===== src/rtl/ctl_pkg.sv =====
// ctl_pkg: shared state enum, opcode/ALU/PC-control codes and decoded-field struct for ctl_fsm
package ctl_pkg;
  typedef enum logic [2:0] {
    IDLE   = 3'd0,
    FETCH  = 3'd1,
    DECODE = 3'd2,
    EXEC   = 3'd3,
    BRANCH = 3'd4,
    HALT   = 3'd5
  } state_t;
  typedef enum logic [1:0] {CLS_ALU, CLS_BR, CLS_JMP} cls_t;
  localparam logic [3:0] OP_ADD = 4'b0001;
  localparam logic [3:0] OP_AND = 4'b0101;
  localparam logic [3:0] OP_NOT = 4'b1001;
  localparam logic [3:0] OP_BR  = 4'b0000;
  localparam logic [3:0] OP_JMP = 4'b1100;
  localparam logic [1:0] ALU_ADD = 2'b00;
  localparam logic [1:0] ALU_AND = 2'b01;
  localparam logic [1:0] ALU_NOT = 2'b10;
  localparam logic [1:0] PC_INC = 2'b00;
  localparam logic [1:0] PC_BR  = 2'b01;
  localparam logic [1:0] PC_JMP = 2'b10;
  typedef struct packed {
    cls_t       cls;
    logic [1:0] alu_op;
    logic [2:0] dr;
    logic [2:0] sr1;
    logic [2:0] sr2;
    logic       imm_sel;
    logic [4:0] imm5;
  } fields_t;
endpackage


===== src/rtl/ctl_fsm_if.sv =====
// ctl_fsm_if: sequencer bus (fetch handshake, branch-FSM strobes, datapath fields, PC control); master = ctl_fsm, slave = environment
interface ctl_fsm_if;
  logic        run_in;
  logic [15:0] instr_in;
  logic        instr_valid_in;
  logic        pc_ctl_0_in;
  logic        fetch_req_out;
  logic        we_reg_out;
  logic        br_out;
  logic        n_dec_out;
  logic        z_dec_out;
  logic        p_dec_out;
  logic [1:0]  alu_op_out;
  logic [2:0]  dr_out;
  logic [2:0]  sr1_out;
  logic [2:0]  sr2_out;
  logic        imm_sel_out;
  logic [4:0]  imm5_out;
  logic        pc_ld_out;
  logic [1:0]  pc_ctl_out;
  logic        illegal_out;
  logic [2:0]  state_out;
  logic [15:0] retired_cnt_out;
  modport master (
    input  run_in, instr_in, instr_valid_in, pc_ctl_0_in,
    output fetch_req_out, we_reg_out, br_out, n_dec_out, z_dec_out, p_dec_out,
           alu_op_out, dr_out, sr1_out, sr2_out, imm_sel_out, imm5_out,
           pc_ld_out, pc_ctl_out, illegal_out, state_out, retired_cnt_out
  );
  modport slave (
    output run_in, instr_in, instr_valid_in, pc_ctl_0_in,
    input  fetch_req_out, we_reg_out, br_out, n_dec_out, z_dec_out, p_dec_out,
           alu_op_out, dr_out, sr1_out, sr2_out, imm_sel_out, imm5_out,
           pc_ld_out, pc_ctl_out, illegal_out, state_out, retired_cnt_out
  );
endinterface


===== src/rtl/ctl_field_dec.sv =====
// ctl_field_dec: combinational IR decode; in ir[15:0], out f (fields/opcode class/ALU op), illegal (opcode outside ADD/AND/NOT/BR/JMP)
module ctl_field_dec
  import ctl_pkg::*;
(
  input  logic [15:0] ir,
  output fields_t     f,
  output logic        illegal
);
  logic [3:0] op;
  assign op = ir[15:12];
  always_comb begin
    f.cls     = op == OP_BR ? CLS_BR : op == OP_JMP ? CLS_JMP : CLS_ALU;
    f.alu_op  = op == OP_AND ? ALU_AND : op == OP_NOT ? ALU_NOT : ALU_ADD;
    f.dr      = ir[11:9];
    f.sr1     = ir[8:6];
    f.sr2     = ir[2:0];
    f.imm_sel = ir[5];
    f.imm5    = ir[4:0];
    illegal   = !(op inside {OP_ADD, OP_AND, OP_NOT, OP_BR, OP_JMP});
  end
endmodule


===== src/rtl/ctl_fsm.sv =====
// ctl_fsm: instruction sequencer; ports clka, reset_in (sync active-low), bus (ctl_fsm_if.master); macro CTL_RETIRE_CNT_EN enables the retired-instruction counter
module ctl_fsm
  import ctl_pkg::*;
(
  input logic       clka,
  input logic       reset_in,
  ctl_fsm_if.master bus
);
  state_t      state_q, state_d;
  logic [15:0] ir_q, ir_d;
  fields_t     f_q, f_d, f_dec;
  logic        illegal, exec, br, pc_ld;
  ctl_field_dec u_dec (.ir(ir_q), .f(f_dec), .illegal(illegal));
  always_ff @(posedge clka) begin
    if (!reset_in) begin
      state_q <= IDLE;
      ir_q    <= '0;
      f_q     <= '0;
    end else begin
      state_q <= state_d;
      ir_q    <= ir_d;
      f_q     <= f_d;
    end
  end
  always_comb begin
    state_d = state_q;
    ir_d    = ir_q;
    f_d     = f_q;
    case (state_q)
      IDLE:   state_d = bus.run_in ? FETCH : IDLE;
      FETCH: begin
        ir_d    = bus.instr_valid_in ? bus.instr_in : ir_q;
        state_d = bus.instr_valid_in ? DECODE : FETCH;
      end
      DECODE: begin
        f_d     = f_dec;
        state_d = illegal ? HALT : EXEC;
      end
      EXEC:   state_d = f_q.cls == CLS_BR ? BRANCH : bus.run_in ? FETCH : IDLE;
      BRANCH: state_d = bus.run_in ? FETCH : IDLE;
      HALT:   state_d = HALT;
      default: state_d = IDLE;
    endcase
  end
  assign exec  = state_q == EXEC;
  assign br    = exec && f_q.cls == CLS_BR;
  assign pc_ld = (exec && f_q.cls != CLS_BR) || state_q == BRANCH;
  assign bus.fetch_req_out = state_q == FETCH;
  assign bus.we_reg_out    = exec && f_q.cls == CLS_ALU;
  assign bus.br_out        = br;
  assign {bus.n_dec_out, bus.z_dec_out, bus.p_dec_out} = br ? f_q.dr : 3'b000;
  assign bus.alu_op_out    = f_q.alu_op;
  assign bus.dr_out        = f_q.dr;
  assign bus.sr1_out       = f_q.sr1;
  assign bus.sr2_out       = f_q.sr2;
  assign bus.imm_sel_out   = f_q.imm_sel;
  assign bus.imm5_out      = f_q.imm5;
  assign bus.pc_ld_out     = pc_ld;
  assign bus.pc_ctl_out    = state_q == BRANCH ? (bus.pc_ctl_0_in ? PC_BR : PC_INC) :
                             (exec && f_q.cls == CLS_JMP) ? PC_JMP : PC_INC;
  assign bus.illegal_out   = state_q == HALT;
  assign bus.state_out     = state_q;
`ifdef CTL_RETIRE_CNT_EN
  logic [15:0] cnt_q, cnt_d;
  always_comb cnt_d = cnt_q + {15'd0, pc_ld};
  always_ff @(posedge clka) begin
    if (!reset_in) cnt_q <= '0;
    else cnt_q <= cnt_d;
  end
  assign bus.retired_cnt_out = cnt_q;
`else
  assign bus.retired_cnt_out = '0;
`endif
endmodule


===== src/flat_wrapper.sv =====
// flat-port wrapper written by rule: the top's interface ports become plain ports
module ctl_fsm_flat import ctl_pkg::*;
  (clka, reset_in, bus_run_in, bus_instr_in, bus_instr_valid_in, bus_pc_ctl_0_in, bus_fetch_req_out, bus_we_reg_out, bus_br_out, bus_n_dec_out, bus_z_dec_out, bus_p_dec_out, bus_alu_op_out, bus_dr_out, bus_sr1_out, bus_sr2_out, bus_imm_sel_out, bus_imm5_out, bus_pc_ld_out, bus_pc_ctl_out, bus_illegal_out, bus_state_out, bus_retired_cnt_out);
  ctl_fsm_if bus_i ();
  input logic clka;
  input logic reset_in;
  input wire logic [$bits(bus_i.run_in)-1:0] bus_run_in;
  input wire logic [$bits(bus_i.instr_in)-1:0] bus_instr_in;
  input wire logic [$bits(bus_i.instr_valid_in)-1:0] bus_instr_valid_in;
  input wire logic [$bits(bus_i.pc_ctl_0_in)-1:0] bus_pc_ctl_0_in;
  output wire logic [$bits(bus_i.fetch_req_out)-1:0] bus_fetch_req_out;
  output wire logic [$bits(bus_i.we_reg_out)-1:0] bus_we_reg_out;
  output wire logic [$bits(bus_i.br_out)-1:0] bus_br_out;
  output wire logic [$bits(bus_i.n_dec_out)-1:0] bus_n_dec_out;
  output wire logic [$bits(bus_i.z_dec_out)-1:0] bus_z_dec_out;
  output wire logic [$bits(bus_i.p_dec_out)-1:0] bus_p_dec_out;
  output wire logic [$bits(bus_i.alu_op_out)-1:0] bus_alu_op_out;
  output wire logic [$bits(bus_i.dr_out)-1:0] bus_dr_out;
  output wire logic [$bits(bus_i.sr1_out)-1:0] bus_sr1_out;
  output wire logic [$bits(bus_i.sr2_out)-1:0] bus_sr2_out;
  output wire logic [$bits(bus_i.imm_sel_out)-1:0] bus_imm_sel_out;
  output wire logic [$bits(bus_i.imm5_out)-1:0] bus_imm5_out;
  output wire logic [$bits(bus_i.pc_ld_out)-1:0] bus_pc_ld_out;
  output wire logic [$bits(bus_i.pc_ctl_out)-1:0] bus_pc_ctl_out;
  output wire logic [$bits(bus_i.illegal_out)-1:0] bus_illegal_out;
  output wire logic [$bits(bus_i.state_out)-1:0] bus_state_out;
  output wire logic [$bits(bus_i.retired_cnt_out)-1:0] bus_retired_cnt_out;
  assign bus_i.run_in = bus_run_in;
  assign bus_i.instr_in = bus_instr_in;
  assign bus_i.instr_valid_in = bus_instr_valid_in;
  assign bus_i.pc_ctl_0_in = bus_pc_ctl_0_in;
  assign bus_fetch_req_out = bus_i.fetch_req_out;
  assign bus_we_reg_out = bus_i.we_reg_out;
  assign bus_br_out = bus_i.br_out;
  assign bus_n_dec_out = bus_i.n_dec_out;
  assign bus_z_dec_out = bus_i.z_dec_out;
  assign bus_p_dec_out = bus_i.p_dec_out;
  assign bus_alu_op_out = bus_i.alu_op_out;
  assign bus_dr_out = bus_i.dr_out;
  assign bus_sr1_out = bus_i.sr1_out;
  assign bus_sr2_out = bus_i.sr2_out;
  assign bus_imm_sel_out = bus_i.imm_sel_out;
  assign bus_imm5_out = bus_i.imm5_out;
  assign bus_pc_ld_out = bus_i.pc_ld_out;
  assign bus_pc_ctl_out = bus_i.pc_ctl_out;
  assign bus_illegal_out = bus_i.illegal_out;
  assign bus_state_out = bus_i.state_out;
  assign bus_retired_cnt_out = bus_i.retired_cnt_out;
  ctl_fsm u_core (.clka(clka), .reset_in(reset_in), .bus(bus_i));
endmodule

===== config.mk =====
export PLATFORM = sky130hd
export DESIGN_NAME = ctl_fsm_flat
export DESIGN_NICKNAME = d
export VERILOG_FILES = /design/src/rtl/ctl_pkg.sv /design/src/rtl/ctl_fsm_if.sv /design/src/rtl/ctl_field_dec.sv /design/src/rtl/ctl_fsm.sv /design/src/flat_wrapper.sv
export SDC_FILE = /design/constraint.sdc
export NUM_CORES = 1
export LEC_CHECK = 0
export BUFFER_PORTS_ARGS = -buffer_cell sky130_fd_sc_hd__buf_2
export CORE_MARGIN = 1
export CORE_UTILIZATION = 52
export DETAILED_ROUTE_END_ITERATION = 16
export PLACE_DENSITY = 0.81
export SLEW_MARGIN = 20
export SYNTH_ARGS = -nofsm -noshare
export SYNTH_HDL_FRONTEND = slang
export SYNTH_SLANG_ARGS = --single-unit

===== constraint.sdc =====
create_clock -name clka -period 3.8 [get_ports clka]
set_clock_uncertainty 0.15 [all_clocks]
set_input_delay 1.14 -clock clka [delete_from_list [all_inputs] [get_ports clka]]
set_output_delay 1.14 -clock clka [all_outputs]
set_load 0.005 [all_outputs]

==> results of run 1 <==
-- registers in the layout, summed over array words and instances (netlist names) --
signal	cells
u_core.bus.alu_op_out	2
u_core.bus.dr_out	3
u_core.bus.imm5_out	5
u_core.bus.imm_sel_out	1
u_core.bus.sr1_out	3
u_core.bus.state_out	3
u_core.f_q	2
u_core.ir_q	16
-- metal layers --
metal,GRT usage,routed length [um],vias to the layer above
li1,-,-,698
met1,0.223,1410,637
met2,0.312,1560,52
met3,0.0390,178,6
met4,0.110,61,0
met5,0,0,-
-- logic make-up (layout without fill, tap and decap cells) --
kind of cell           Yosys count  after routing
AND/OR/NAND/NOR                 91             91
buffers and inverters           42             59
AO/OA/AOI/OAI                   40             40
flip-flops                      35             35
other                            1             16
XOR/XNOR                         1              1
-- path summary, 6_finish.rpt --
| path | startpoint | to | slack, ns | cells after the start |
|---|---|---|---|---|
| hold / removal | u_core.bus.sr1_out[1]$_SDFFE_PN0N_ | u_core.bus.sr1_out[1]$_SDFFE_PN0N_ | 0.32 | 2 |
| setup reg to reg | u_core.bus.state_out[1]$_SDFF_PN0_ | u_core.bus.imm5_out[0]$_SDFFE_PN0N_ | 1.75 | 3 |
| setup / recovery | u_core.bus.state_out[1]$_SDFF_PN0_ | bus_n_dec_out | 0.82 | 4 |
| hold reg to reg | u_core.bus.sr1_out[1]$_SDFFE_PN0N_ | u_core.bus.sr1_out[1]$_SDFFE_PN0N_ | 0.32 | 2 |
-- worst max-delay path, stage by stage (launching register included) --
cell and delay [ns]:
dfxtp_1 0.51, nand3b_1 0.18, nor2_1 0.38, and2_1 0.18, buf_2 0.11
-- cells in the mapped netlist --
| master | number | area, sq um |
|---|---|---|
| buf_6 | 1 | 11.3 |
| o21ba_2 | 1 | 10.0 |
| dfxtp_1 | 35 | 701 |
| nor3b_1 | 3 | 22.5 |
| a31oi_1 | 2 | 12.5 |
| o21ai_0 | 3 | 15.0 |
| nor3_1 | 1 | 5.00 |
| nand2b_1 | 3 | 18.8 |
| a211oi_1 | 1 | 7.51 |
| buf_2 | 2 | 10.0 |
| o31a_1 | 1 | 8.76 |
| buf_4 | 34 | 255 |
| and3_1 | 1 | 6.26 |
| nand3_1 | 1 | 5.00 |
| a21boi_2 | 9 | 101 |
| nor3b_2 | 2 | 25.0 |
| inv_1 | 1 | 3.75 |
| and2_1 | 4 | 25.0 |
| nand2_1 | 63 | 236 |
| buf_8 | 1 | 15.0 |
| nor2b_1 | 2 | 12.5 |
| nor2_1 | 6 | 22.5 |
| a21boi_0 | 23 | 173 |
| nand4_1 | 1 | 6.26 |
| xnor2_1 | 1 | 8.76 |
| nand3b_1 | 2 | 15.0 |
| conb_1 | 1 | 3.75 |
| clkbuf_1 | 3 | 11.3 |
| nand4b_1 | 2 | 17.5 |
-- layout make-up --
class	count	area [sq um]	share of cell area
multi-input cells	148	815	0.430
inverters	1	3.75	0.00198
clock buffers	8	68.8	0.0364
flip-flops and latches	35	701	0.370
repair buffers	50	250	0.132
well taps	44	55.1	0.0291
-- metrics by stage --
stage          cell area (sq um)   util  power [mW]
6_report                    1890  0.605       0.692
2_1_floorplan               1820      -       0.466
3_3_place_gp                1820  0.583       0.472
3_5_place_dp                1820  0.583       0.474
4_1_cts                     1890  0.605       0.694
5_1_grt                     1890  0.605       0.723
-- layout by cell type, fill, tap and decap left out, types with 3 or more instances in the layout --
| master | count |
|---|---|
| buf_2 | 50 |
| clkbuf_4 | 5 |
| nand2b_1 | 3 |
| dfxtp_1 | 35 |
| a21boi_0 | 23 |
| and2_1 | 4 |
| conb_1 | 16 |
| o21ai_0 | 3 |
| nand2_1 | 63 |
| a21boi_2 | 9 |
| nor2_1 | 6 |
| nor3b_1 | 3 |
-- power by group --
group          total (mW)  internal (mW)  switching [mW]  leakage [nW]
clock network       0.227          0.109           0.118        0.0386
registers           0.390          0.378          0.0113         0.283
logic              0.0750         0.0322          0.0429         0.474
==> results.json, run 1 <==
{
  "status": "finished clean",
  "clk_pin_slew_ns": 0.10,
  "die_w_um": 60.3,
  "die_y_um": 60.3,
  "finalNonFillerCells": 286,
  "antenna_cells": 0,
  "slew_headroom": 0.306,
  "hp-class": "register to register",
  "p_per_area_nw_per_um2": 366,
  "synthDistinctLibCells": 29,
  "cts_resized": 0,
  "drive_gt1_frac": 0.285,
  "grt_use_total": 0.189,
  "synth_area_per_cell_sq_um": 8.41,
  "synth_fa_ha_area_frac": 0,
  "dieArea_sq_um": 3630,
  "worstPathRequired_ns": 2.51,
  "port_buffers": 50,
  "fin_setup_tns_ns": 0,
  "dp.cells": 278,
  "synth_top_family_by_area": "simple AND/OR/NAND/NOR gates",
  "synth.cell_area_sq_um": 1770,
  "initial_core_util": 0.564,
  "post-route-period-util": 0.785,
  "row_count": 20,
  "worst-setup-path-type": "register to output port",
  "arrival_ns": 1.69,
  "clock_path_buffers": 2,
  "cts_sinks": 35,
  "cts_buffers": 5,
  "hpwl_um": 2160,
  "core_area_sq_um": 3130,
  "rsz0062_at_grt": "false",
  "gp_congestion": 0.768,
  "layout.nets": 262,
  "fmax_mhz": 335,
  "num_io_pins": 67,
  "globalRouteOverflowTotal": 0,
  "cts_hold_buf": 0,
  "clock-root-buffer": "clkbuf_4",
  "cts_tree": "yes",
  "synth-simple-area-share": 0.237,
  "critPathCaptureType": "output port",
  "startpoint_type": "register",
  "fin_ws_ns": 0.818,
  "clkLatencyLatePin_ns": 0.33,
  "first_global_vias": 1143,
  "wl_um": 3210,
  "drv_cap": 0,
  "synthCells": 210,
  "yosysSeqAreaShare": 0.397,
  "syn_to_final_growth_pct": 7.23,
  "hold_ws_ns": 0.316,
  "wire_per_inst_um": 11.2,
  "synth_compound_area_frac": 0.186,
  "post_cts_buffers": 0,
  "vias": 1393,
  "ir_worst_vdd_v": 0.000200,
  "fillCellCount": 305,
  "slew_violations": 0,
  "first_pass_iters": 5,
  "drtIter0Drc": 61,
  "synth-seq-cells": 35,
  "drc_errors": 0,
  "finalHoldViolations": 0,
  "p_leak_nw": 0.796,
  "synth_xor_area_frac": 0.00496,
  "drtAntennaViolNets": 0,
  "finalCriticalPeriod_ns": 2.98,
  "detail_route.vias_per_cell": 4.87,
  "yosysWarnings": 0,
  "dp_slack_ns": 1.00,
  "grt_max_degree": 36,
  "grt_pass1_wl_um": 4960,
  "setup_viol": 0,
  "crit_fanout": 11,
  "muxShareOfSynthArea": 0,
  "worst_pin_slew_ns": 1.04,
  "htree_levels": 2,
  "antenna_found_initial": 0
}
Note: power is estimated with default switching activity, not from simulation.
==> inputs of run 2 (changes only) <==
- CORE_UTILIZATION: 52 -> 48
- PLACE_DENSITY: 0.81 -> 0.75
- clock period: 3.8 -> 2.8 ns (I/O delays scaled with it)
==> run 2 against run 1 <==
Against the previous run: combinational power up 36%; wire length down 1.8%; clock power up 76%; count of clock-buffer cells in the layout unchanged; largest cell class unchanged; largest power group unchanged; highest routed layer unchanged.
==> results.json, run 2 (synthesized netlist as in run 1, its figures left out) <==
{
  "wl_um": 3160,
  "htree_levels": 2,
  "whs_endpoint": "u_core.bus.sr1_out[1]$_SDFFE_PN0N_",
  "ir_worst_vdd_v": 0.000247,
  "p_int_mw": 0.783,
  "drive_gt1_frac": 0.288,
  "crit_family": "simple AND/OR/NAND/NOR gates",
  "fmax_mhz": 381,
  "globalRouteOverflowTotal": 0,
  "grt_pass1_wl_um": 5360,
  "fin_ws_ns": 0.177,
  "hold_start": "u_core.bus.sr1_out[1]$_SDFFE_PN0N_",
  "cts_buffers": 5,
  "startpoint_type": "register",
  "fin_setup_tns_ns": 0,
  "hp-class": "register to register",
  "gp_congestion": 0.761,
  "first_global_vias": 1219,
  "pwr-share-clk": 0.388,
  "worst_pin_slew_ns": 0.715,
  "drv_cap": 0,
  "post_cts_buffers": 0,
  "clock-root-buffer": "clkbuf_8",
  "slowest_stage": "dfxtp_1",
  "die_w_um": 62.6,
  "finalCriticalPeriod_ns": 2.62,
  "vias": 1357,
  "clock_path_buffers": 2,
  "drc_errors": 0,
  "final_util": 0.562,
  "slew_headroom": 0.522,
  "arrival_ns": 1.63,
  "grt_max_degree": 36,
  "worstRegToRegCells": 4,
  "cts_resized": 0,
  "regArea_sq_um": 701,
  "detail_route.vias_per_cell": 4.70,
  "drtIter0Drc": 63,
  "finalNonFillerCells": 289,
  "largest_reg_flops": 16,
  "antenna_found_initial": 0,
  "grt_use_total": 0.181,
  "fillCellCount": 351,
  "status": "finished clean",
  "slew_violations": 0,
  "crit_fanout": 11,
  "row_count": 21,
  "r2r-end": "u_core.ir_q[2]$_SDFFE_PN0N_",
  "clkLatencyLatePin_ns": 0.29,
  "p_sw_mw": 0.249,
  "wire_per_inst_um": 10.9,
  "crit_chain": "nand3b_1 -> nor2_1 -> and2_1 -> buf_2",
  "final_area_sq_um": 1930,
  "p_leak_nw": 0.814,
  "regMostFlops": "u_core.ir_q",
  "grt-busiest-layer": "met2",
  "p_total_mw": 1.03,
  "cts_tree": "yes",
  "cts_sinks": 35,
  "p_sw_frac": 0.241,
  "final_cell_mix": "nand2_1 (63), buf_2 (50), dfxtp_1 (35)",
  "use_met2": 0.307,
  "worst-setup-path-type": "register to output port",
  "worstPathRequired_ns": 1.81,
  "post-route-period-util": 0.937,
  "setup_viol": 0,
  "num_io_pins": 67,
  "first_pass_iters": 4,
  "p_seq_frac": 0.513,
  "layout.nets": 263,
  "core_area_sq_um": 3440,
  "die_y_um": 62.6,
  "finalHoldViolations": 0,
  "min_path_cells": 2,
  "crit_buf_inv": 1,
  "dieArea_sq_um": 3920,
  "combPwrFrac": 0.099,
  "final_common_cell": "nand2_1",
  "met1_usage": 0.198,
  "drtAntennaViolNets": 0,
  "port_buffers": 50,
  "multi_input_area_sq_um": 815,
  "hold_ws_ns": 0.308,
  "cpPeakStageDelay_ns": 0.51,
  "initial_core_util": 0.513,
  "hpwl_um": 2170,
  "cts_hold_buf": 0,
  "syn_to_final_growth_pct": 9.57,
  "rrSetupSlack_ns": 1.00,
  "dp.cells": 281,
  "critPathCaptureType": "output port",
  "rsz0062_at_grt": "false",
  "antenna_cells": 0,
  "p_per_area_nw_per_um2": 534,
  "place_area_sq_um": 1830,
  "dp_slack_ns": 0.486,
  "rr_startpoint": "u_core.bus.state_out[0]$_SDFF_PN0_",
  "grtUsageMet3": 0.0547,
  "clk_pin_slew_ns": 0.07
}
-- run 2: cell types whose count changed in the layout (fill, tap and decap cells not counted) --
| cell | previous run | this run |
|---|---|---|
| buf_4 | 0 | 1 |
| clkbuf_8 | 2 | 7 |
| clkbuf_4 | 5 | 0 |
-- run 2: worst max-delay path by stage --
stage	from	depth (start not counted)	endpoint	slack, ns
2_1_floorplan	bus_pc_ctl_0_in	1	bus_pc_ctl_out[0]	0.77
3_3_place_gp	u_core.bus.state_out[1]$_SDFF_PN0_	4	bus_p_dec_out	0.47
3_5_place_dp	u_core.bus.state_out[1]$_SDFF_PN0_	4	bus_p_dec_out	0.49
4_1_cts	u_core.bus.state_out[1]$_SDFF_PN0_	4	bus_n_dec_out	0.15
5_1_grt	u_core.bus.state_out[1]$_SDFF_PN0_	4	bus_p_dec_out	0.06
6_report	u_core.bus.state_out[1]$_SDFF_PN0_	4	bus_n_dec_out	0.18
-- run 2: power by group through the flow --
| stage | logic, mW | registers [mW] | clock network, mW |
|---|---|---|---|
| 2_1_floorplan | 0.0963 | 0.536 | 0 |
| 3_3_place_gp | 0.103 | 0.540 | 0 |
| 3_5_place_dp | 0.104 | 0.541 | 0 |
| 4_1_cts | 0.105 | 0.530 | 0.411 |
| 5_1_grt | 0.118 | 0.532 | 0.434 |
| 6_report | 0.102 | 0.530 | 0.400 |
-- run 2: worst min-delay path, delay by kind of cell, from the launching register on --
family          cells  cell delay [ns]
simple gates        1             0.04
compound gates      1             0.06
flops               1             0.31
-- run 2: final cells by class --
type,count,area share
Multi-Input combinational cell,148,0.421
Timing Repair Buffer,51,0.133
Tap cell,46,0.0298
Clock buffer,8,0.0517
Inverter,1,0.00194
Sequential cell,35,0.362
-- run 2: metal layers --
layer / vias to the layer above / share of wire
met2: 48 / 0.47
met3: 5 / 0.054
li1: 702 / -
met4: 0 / 0.014
met5: - / 0
met1: 602 / 0.46
==> inputs of run 3 (changes only) <==
- CORE_UTILIZATION: 48 -> 51
- PLACE_DENSITY: 0.75 -> 0.77
- SYNTH_HIERARCHICAL: not set -> 1
==> run 3 against run 2 <==
Against the previous run: global-route usage fell by 1.8 points; cell count rose by 5.2%; via count rose by 7.9%; setup slack got worse by 0.030 ns; cell area rose by 7.2%; combinational power rose by 14%; count of clock-buffer cells in the layout fell by 1; die area rose by 9.0%; total power rose by 1.4%; first-iteration DRC count rose by 52%.
==> results.json, run 3 <==
{
  "globalRouteOverflowTotal": 0,
  "die_w_um": 65.4,
  "critPathCaptureType": "output port",
  "ir_worst_vdd_v": 0.000262,
  "p_leak_nw": 0.843,
  "grt_max_degree": 56,
  "synth.cell_area_sq_um": 2050,
  "port_buffers": 50,
  "rsz0062_at_grt": "false",
  "initial_core_util": 0.544,
  "core_area_sq_um": 3770,
  "post_cts_buffers": 0,
  "final_util": 0.550,
  "grt-busiest-layer": "met2",
  "regMostFlops": "u_core/ir_q",
  "synth_xor_area_frac": 0.00427,
  "synth_commonest_cells": "buf_4 (47), nand2_1 (47), dfxtp_1 (38)",
  "p_total_mw": 1.05,
  "muxShareOfSynthArea": 0,
  "largest_reg_flops": 16,
  "gp_congestion": 0.777,
  "syn_to_final_growth_pct": 1.10,
  "first_pass_iters": 4,
  "hp-class": "register to register",
  "fmax_mhz": 377,
  "status": "finished clean",
  "crit_family": "simple AND/OR/NAND/NOR gates",
  "detail_route.vias_per_cell": 4.82,
  "synthCells": 243,
  "first_global_vias": 1204,
  "yosysWarnings": 6,
  "drive_gt1_frac": 0.309,
  "synthFlopType": "dfxtp_1",
  "synth-simple-area-share": 0.251,
  "final_common_cell": "buf_2",
  "final_cell_mix": "buf_2 (50), nand2_1 (47), dfxtp_1 (38)",
  "grt_use_total": 0.163,
  "layout.nets": 277,
  "synth_area_per_cell_sq_um": 8.44,
  "p_per_area_nw_per_um2": 505,
  "cts_buffers": 5,
  "row_count": 22,
  "arrival_ns": 1.66,
  "crit_buf_inv": 1,
  "netlist_top_cells_area": "dfxtp_1 (37%), buf_4 (17%), nand2_1 (8.6%), a21boi_2 (5.5%), o21ai_0 (4.4%)",
  "drv_cap": 0,
  "clkLatencyLatePin_ns": 0.28,
  "use_met2": 0.264,
  "worstPathRequired_ns": 1.81,
  "crit_chain": "nand3b_1 -> nor2_1 -> and2_1 -> buf_2",
  "finalCriticalPeriod_ns": 2.65,
  "cts_resized": 0,
  "slew_headroom": 0.507,
  "fin_setup_tns_ns": 0,
  "grtUsageMet3": 0.0365,
  "synth-seq-cells": 38,
  "synth_compound_area_frac": 0.152,
  "clock_path_buffers": 2,
  "hpwl_um": 2210,
  "wl_um": 3280,
  "synth_area_leader_cell": "dfxtp_1",
  "cts_sinks": 38,
  "cts_tree": "yes",
  "synth_edf_count": 0,
  "num_io_pins": 67,
  "worst_pin_slew_ns": 0.738,
  "slowest_stage": "dfxtp_1",
  "cpPeakStageDelay_ns": 0.63,
  "dieArea_sq_um": 4280,
  "drc_errors": 0,
  "crit_fanout": 15,
  "clock-root-buffer": "clkbuf_8",
  "grt_pass1_wl_um": 5290,
  "yosysSeqAreaShare": 0.371,
  "vias": 1464,
  "worst-setup-path-type": "register to output port",
  "synthDistinctLibCells": 32,
  "rrSetupSlack_ns": 1.01,
  "wire_per_inst_um": 10.8,
  "yosysTopAreaCellShare": 0.371,
  "synth_fa_ha_area_frac": 0,
  "finalNonFillerCells": 304,
  "setup_viol": 0,
  "cts_hold_buf": 0,
  "fillCellCount": 356,
  "antenna_found_initial": 0,
  "slew_violations": 0,
  "postSynth.asyncResetShare": 0,
  "finalHoldViolations": 0,
  "die_y_um": 65.4,
  "startpoint_type": "register",
  "antenna_cells": 0,
  "htree_levels": 2,
  "drtAntennaViolNets": 0,
  "clk_pin_slew_ns": 0.07,
  "post-route-period-util": 0.947,
  "met1_usage": 0.195,
  "synth_top_family_by_area": "simple AND/OR/NAND/NOR gates",
  "drtIter0Drc": 96,
  "dp.cells": 297
}
-- run 3: cell types whose count changed after synthesis, sizes merged, moves of 3 or more --
cell,before,now
nor2,6,2
o21ai,3,18
dfxtp,35,38
nand3,1,16
clkbuf,3,6
a21boi,32,20
nand2,63,57
buf,38,55
-- run 3: worst reg2reg max path, delay by kind of cell (launching register included) --
family / cells / cell delay (ns)
DFF: 1 / 0.63
and+or+nand+nor: 1 / 0.69
AOI/OAI and AO/OA: 1 / 0.19
-- run 3: metal layers --
metal	routed length, um	up-vias
met5	0	-
met4	68	0
met3	142	6
met2	1560	38
met1	1510	654
li1	-	766
-- run 3: final cells by class --
class                           instances  area (sq um)  area share
Multi-Input combinational cell        158           895       0.432
Sequential cell                        38           761       0.367
Timing Repair Buffer                   52           278       0.134
Clock buffer                            7          76.3      0.0368
Tap cell                               48          60.1      0.0290
Inverter                                1          3.75     0.00181
-- run 3: cells by family after synthesis --
logic type             Yosys count
AND/OR/NAND/NOR                 99
other                            1
buffers and inverters           62
XOR/XNOR                         1
AO/OA/AOI/OAI                   42
flip-flops                      38
-- run 3: where the power goes --
group | switching (mW) | internal [mW] | total, mW | leakage [nW]
registers | 0.0255 | 0.561 | 0.587 | 0.308
logic | 0.0658 | 0.0505 | 0.116 | 0.497
clock network | 0.172 | 0.171 | 0.344 | 0.0383
total | 0.264 | 0.783 | 1.05 | 0.843
-- run 3: stage by stage --
stage | instance area [sq um] | hold WS (ns) | setup slack (ns)
after floorplan | 2110 | 0.286 | 0.770
after global placement | 2000 | 0.294 | 0.519
after detailed placement | 2000 | 0.298 | 0.476
after CTS | 2070 | 0.307 | 0.136
after global routing | 2070 | 0.321 | 0.00976
final | 2070 | 0.303 | 0.148
-- run 3: final timing paths --
check	depth (start not counted)	to	startpoint
max reg2reg	2	u_core/ir_q[0]$_SDFFE_PN0N_	u_core/bus.state_out[0]$_SDFF_PN0_
max	4	bus_n_dec_out	u_core/bus.state_out[0]$_SDFF_PN0_
min	2	u_core/bus.sr2_out[1]$_SDFFE_PN0N_	u_core/bus.sr2_out[1]$_SDFFE_PN0N_
min reg2reg	2	u_core/bus.sr2_out[1]$_SDFFE_PN0N_	u_core/bus.sr2_out[1]$_SDFFE_PN0N_
